## config.mk

```make
export PLATFORM = sky130hd
export DESIGN_NAME = traffic_phase_ctrl
export DESIGN_NICKNAME = d
export VERILOG_FILES = /design/src/rtl/traffic_phase_ctrl.sv
export SDC_FILE = /design/constraint.sdc
export NUM_CORES = 1
export LEC_CHECK = 0
export ABC_AREA = 1
export BUFFER_PORTS_ARGS = -buffer_cell sky130_fd_sc_hd__clkbuf_2
export CAP_MARGIN = 20
export CORE_MARGIN = 2
export CORE_UTILIZATION = 55
export CTS_BUF_LIST = sky130_fd_sc_hd__clkbuf_4 sky130_fd_sc_hd__clkbuf_8
export DETAILED_ROUTE_END_ITERATION = 10
export PLACE_DENSITY = 0.77
export SYNTH_ARGS = -nofsm -noshare
export SYNTH_HDL_FRONTEND = slang
export SYNTH_SLANG_ARGS = --single-unit
```

## constraint.sdc

```tcl
create_clock -name CLK100MHZ -period 1.8 [get_ports CLK100MHZ]
set_input_delay 0.54 -clock CLK100MHZ [delete_from_list [all_inputs] [get_ports CLK100MHZ]]
set_output_delay 0.54 -clock CLK100MHZ [all_outputs]
set_load 0.05 [all_outputs]
```

## src/rtl/traffic_phase_ctrl.sv

```systemverilog
// Two-road intersection phase scheduler with pedestrian walk service.
// Owns the one-second prescaler, per-phase countdown and all lamp outputs.
module traffic_phase_ctrl #(
  parameter int CLK_HZ      = 100000000,
  parameter int T_GREEN     = 20,
  parameter int T_YELLOW    = 5,
  parameter int T_ALLRED    = 2,
  parameter int T_MIN_GREEN = 5,
  parameter int T_PED       = 5
) (
  input  logic       CLK100MHZ,
  input  logic       RST,
  input  logic       ped_req_a,
  input  logic       ped_req_b,
  output logic       red_a,
  output logic       yel_a,
  output logic       grn_a,
  output logic       red_b,
  output logic       yel_b,
  output logic       grn_b,
  output logic       walk_a,
  output logic       walk_b,
  output logic [5:0] seconds_left,
  output logic [2:0] phase,
  output logic       sec_tick
);

  localparam int              PW       = (CLK_HZ > 1) ? $clog2(CLK_HZ) : 1;
  localparam logic [PW-1:0]   PCNT_MAX = PW'(CLK_HZ - 1);
  localparam logic [5:0]      D_GREEN  = 6'(T_GREEN);
  localparam logic [5:0]      D_YELLOW = 6'(T_YELLOW);
  localparam logic [5:0]      D_ALLRED = 6'(T_ALLRED);
  // Countdown values at which the k-th tick of a green equals T_MIN_GREEN / T_PED.
  localparam logic [5:0]      CUT_SL   = 6'(T_GREEN + 1 - T_MIN_GREEN);
  localparam logic [5:0]      PED_SL   = 6'(T_GREEN + 1 - T_PED);

  typedef enum logic [2:0] {
    ALLRED_TO_A = 3'd0,
    GREEN_A     = 3'd1,
    YELLOW_A    = 3'd2,
    ALLRED_TO_B = 3'd3,
    GREEN_B     = 3'd4,
    YELLOW_B    = 3'd5
  } state_t;

  state_t        state_reg, state_next, succ;
  logic [PW-1:0] pcnt_reg;
  logic [5:0]    sec_reg, sec_next;
  logic          pend_a_reg, pend_a_next, pend_b_reg, pend_b_next;
  logic          walk_a_reg, walk_a_next, walk_b_reg, walk_b_next;
  logic [5:0]    lamps_reg, lamps_next;
  logic          illegal, cut, drop_a, drop_b;

  function automatic logic [5:0] dur_of(input state_t s);
    case (s)
      GREEN_A, GREEN_B:   dur_of = D_GREEN;
      YELLOW_A, YELLOW_B: dur_of = D_YELLOW;
      default:            dur_of = D_ALLRED;
    endcase
  endfunction

  assign sec_tick = (pcnt_reg == PCNT_MAX);

  always_ff @(posedge CLK100MHZ) begin
    if (RST) begin
      pcnt_reg   <= '0;
      state_reg  <= ALLRED_TO_A;
      sec_reg    <= D_ALLRED;
      pend_a_reg <= 1'b0;
      pend_b_reg <= 1'b0;
      walk_a_reg <= 1'b0;
      walk_b_reg <= 1'b0;
      lamps_reg  <= 6'b100100;
    end else begin
      pcnt_reg   <= sec_tick ? '0 : pcnt_reg + 1'b1;
      state_reg  <= state_next;
      sec_reg    <= sec_next;
      pend_a_reg <= pend_a_next;
      pend_b_reg <= pend_b_next;
      walk_a_reg <= walk_a_next;
      walk_b_reg <= walk_b_next;
      lamps_reg  <= lamps_next;
    end
  end

  always_comb begin
    state_next  = state_reg;
    sec_next    = sec_reg;
    pend_a_next = pend_a_reg;
    pend_b_next = pend_b_reg;
    walk_a_next = walk_a_reg;
    walk_b_next = walk_b_reg;
    lamps_next  = 6'b100100;
    succ        = ALLRED_TO_A;
    illegal     = 1'b0;
    cut         = 1'b0;

    case (state_reg)
      ALLRED_TO_A: succ = GREEN_A;
      GREEN_A: begin
        succ = YELLOW_A;
        cut  = pend_a_reg && (sec_reg <= CUT_SL);
      end
      YELLOW_A:    succ = ALLRED_TO_B;
      ALLRED_TO_B: succ = GREEN_B;
      GREEN_B: begin
        succ = YELLOW_B;
        cut  = pend_b_reg && (sec_reg <= CUT_SL);
      end
      YELLOW_B:    succ = ALLRED_TO_A;
      default:     illegal = 1'b1;
    endcase

    if (illegal) begin
      state_next = ALLRED_TO_A;
      sec_next   = D_ALLRED;
    end else if (sec_tick) begin
      if (sec_reg <= 6'd1 || cut) begin
        state_next = succ;
        sec_next   = dur_of(succ);
      end else begin
        sec_next = sec_reg - 6'd1;
      end
    end

    // A walk lamp goes dark on its T_PED-th tick, or whenever its green ends.
    drop_a = walk_a_reg && (state_reg == GREEN_B) && sec_tick &&
             ((sec_reg == PED_SL) || (state_next != GREEN_B));
    drop_b = walk_b_reg && (state_reg == GREEN_A) && sec_tick &&
             ((sec_reg == PED_SL) || (state_next != GREEN_A));

    if (ped_req_a && (!walk_a_reg || drop_a)) pend_a_next = 1'b1;
    if (ped_req_b && (!walk_b_reg || drop_b)) pend_b_next = 1'b1;
    if (drop_a) walk_a_next = 1'b0;
    if (drop_b) walk_b_next = 1'b0;

    // Serving on green entry overrides the capture above, so a same-cycle request is consumed.
    if (state_next == GREEN_B && state_reg != GREEN_B && (pend_a_reg || ped_req_a)) begin
      walk_a_next = 1'b1;
      pend_a_next = 1'b0;
    end
    if (state_next == GREEN_A && state_reg != GREEN_A && (pend_b_reg || ped_req_b)) begin
      walk_b_next = 1'b1;
      pend_b_next = 1'b0;
    end

    // Lamp order: {red_a, yel_a, grn_a, red_b, yel_b, grn_b}
    case (state_next)
      GREEN_A:  lamps_next = 6'b001100;
      YELLOW_A: lamps_next = 6'b010100;
      GREEN_B:  lamps_next = 6'b100001;
      YELLOW_B: lamps_next = 6'b100010;
      default:  lamps_next = 6'b100100;
    endcase
  end

  assign {red_a, yel_a, grn_a, red_b, yel_b, grn_b} = lamps_reg;
  assign walk_a       = walk_a_reg;
  assign walk_b       = walk_b_reg;
  assign seconds_left = sec_reg;
  assign phase        = state_reg;

endmodule
```

==> impl_metrics.yaml <==
synth:
  ys_seq_area_frac: 0.3763
  synth_cell_types: 41
  avgSynthCellArea_um2: 7.349
  yosys.area.top_type: "dfxtp_1"
  yosys-top-cells-area: "dfxtp_1 (38%), nand2_1 (7.4%), nor2_1 (6.3%)"
  synth-seq-cells: 46
  synth_top_area_share: 0.3763
  yosys_most_used_dff: "dfxtp_1"
  synthesis.area_um2: 2447
  synthArstFlopShare: 0
  yosysMostFrequentCell: "nand2_1"
  syn-instance-count: 333
  synth_edf_count: 0
  synth_nets: 341
  yosysWarnings: 0
  synth_commonest_cells: "nand2_1 (48), dfxtp_1 (46), nor2_1 (41), inv_1 (34), a21oi_1 (23)"
cells_and_area:
  final_cells: 471
  nNetsFinal: 426
  final_area_um2: 3640
  fin_util: 0.8417
  insertedDiodeCount: 0
  drive_gt1_frac: 0.5274
  synthToLayoutAreaGrowth_pct: 48.72
  largest_reg_flops: 27
critical_path:
  crit_buf_inv: 2
  cp.arrival_ns: 1.54
  max_stage_delay_ns: 0.33
  cp-end-kind: "output pin"
  cpMaxStageDelayCell: "dfxtp_2"
  start_kind: "register"
  crit_type: "reg2out"
  crit_fanout: 3
  worstPathCellList: "inv_2 -> nand2_2 -> nor2_4 -> nand3_2 -> nor3_4 -> buf_8"
  crit_family: "simple AND/OR/NAND/NOR gates"
  crit_required_ns: 1.26
detailed_routing:
  drtIter0Drc: 201
  wl_um: 8110
  drt_first_pass_iters: 5
  drcViolationCount: 0
  detail_route.wl_per_cell_um: 17.22
  vias_per_cell: 5.845
  antenna_left: 0
  vias: 2753
floorplan:
  fp.coreArea_um2: 4324
  io_pins: 22
  die_x_um: 70.71
  die_h_um: 70.71
  rows: 24
  die-area_um2: 4999
  initial_core_util: 0.5660
power:
  p_comb_frac: 0.058
  power_switching_mw: 0.4652
  power_density_nw_per_um2: 499.3
  vdd_drop_max_mv: 0.4480
  clkPwrFrac: 0.373
  power_frac_seq: 0.569
  intPower_mw: 1.352
  p_leak_nw: 1.508
  sw_frac_of_total: 0.2560
sta:
  rsz0062_at_grt: "yes"
  drv_slew: 0
  clock_skew_ns: 0.01363
  setup_ws_ns: -0.2757
  fin_setup_tns_ns: -2.896
  fmaxAchievable_mhz: 481.8
  finalCriticalPeriod_ns: 2.076
  slew-limit-headroom: 0.7050
  fin_crit_sh: 1.153
  hold_viol: 0
  setup_violations: 34
  hold_ws_ns: 0.4988
  worst-slew-pin-transition_ns: 0.4385
cts:
  cts_tree: "built"
  max-clock-path-buffers: 2
  clock-root-buffer: "clkbuf_8"
  path_clk_slew_ns: 0.09
  cts_sinks: 46
  htree_levels: 2
  cts-buffers-inserted: 5
  insertion_delay_ns: 0.32
place:
  io_buffers: 21
  place_hpwl_um: 4109
  post-place-cells: 436
  gp_congestion: 0.8740
  dpl_cell_area_um2: 2885
run_status:
  outcome: "complete, but fails checks"
  violations: "setup timing"
grt:
  gr-total-overflow: 0
  grt_usage: 0.2386
  antenna_found_initial: 0
  grt_first_pass_wirelength_um: 9735
  grt_max_degree: 17
  grt_pass1_vias: 2248
hold_path:
  min_path_type: "reg2reg"
job:
  max_cap_violations: 0
-- timing repair --
item,4_1_cts,5_1_grt
buffers inserted,7,20
hold buffers,0,0
resized for setup,13,119
endpoints found under the setup margin,6,40
pin swaps,7,37
-- worst min-delay path: cells and delay by family (launching register included) --
kind / cells / cell delay [ns]
buffers and inverters: 1 / 0.07
flip-flops: 1 / 0.32
AO/OA/AOI/OAI: 1 / 0.07
-- cell type report --
cell class,count,area (um2)
clock buffers,5,68.82
clock inverters,3,25.02
fillers,224,684.4
inverters,46,187.7
multi-input cells,238,1727
flip-flops and latches,46,944.7
well taps,52,65.06
repair buffers,81,621.8
-- cell families after synthesis --
kind of cell / after synthesis / synth area share
buffers and inverters: 49 / 0.07668
xor gates and xnor gates: 5 / 0.01790
and+or+nand+nor: 181 / 0.4013
AOI/OAI and AO/OA: 48 / 0.1074
DFF: 46 / 0.3763
adders and majority gates: 4 / 0.02045
-- layout by cell type, fill, tap and decap left out, drive strengths merged, types with 4 or more instances in the layout --
| cell | n |
|---|---|
| a21oi | 24 |
| buf | 61 |
| clkbuf | 25 |
| clkinv | 4 |
| dfxtp | 46 |
| ha | 4 |
| inv | 44 |
| nand2 | 57 |
| nand3 | 24 |
| nand4 | 12 |
| nor2 | 57 |
| nor3 | 15 |
| nor3b | 5 |
| o21ai | 17 |
| or2 | 4 |
-- per-stage QoR --
step	worst slack [ns]	power, mW
6_report	-0.2757	1.817
3_5_place_dp	-0.07257	1.120
5_1_grt	-0.3017	1.863
3_3_place_gp	0.03274	1.117
4_1_cts	-0.2206	1.780
2_1_floorplan	-0.1966	1.099
-- final timing paths --
check                               endpoint  cells after the start         start  slack, ns
worst max register to register    pend_a_reg                     13  pcnt_reg[25]      -0.19
worst min-delay path            pcnt_reg[21]                      2  pcnt_reg[21]       0.50
worst max-delay path                sec_tick                      6  pcnt_reg[25]      -0.28
worst min register to register  pcnt_reg[21]                      2  pcnt_reg[21]       0.50
-- power groups by stage --
stage                     Clock [mW]  Sequential, mW  Combinational, mW
after floorplan                    0            1.06             0.0408
after global placement             0            1.06             0.0579
after detailed placement           0            1.06             0.0601
after CTS                      0.679            1.04             0.0659
after global routing           0.716            1.04              0.111
final                          0.678            1.03              0.105
-- routing by layer --
| metal | GRT usage | vias up | part of all wire |
|---|---|---|---|
| met4 | 0.08386 | 0 | 0.050 |
| met5 | 0 | - | 0 |
| li1 | - | 1275 | - |
| met2 | 0.4008 | 136 | 0.51 |
| met3 | 0.04701 | 44 | 0.057 |
| met1 | 0.3060 | 1298 | 0.38 |
Power figures use the tool's default switching activity.
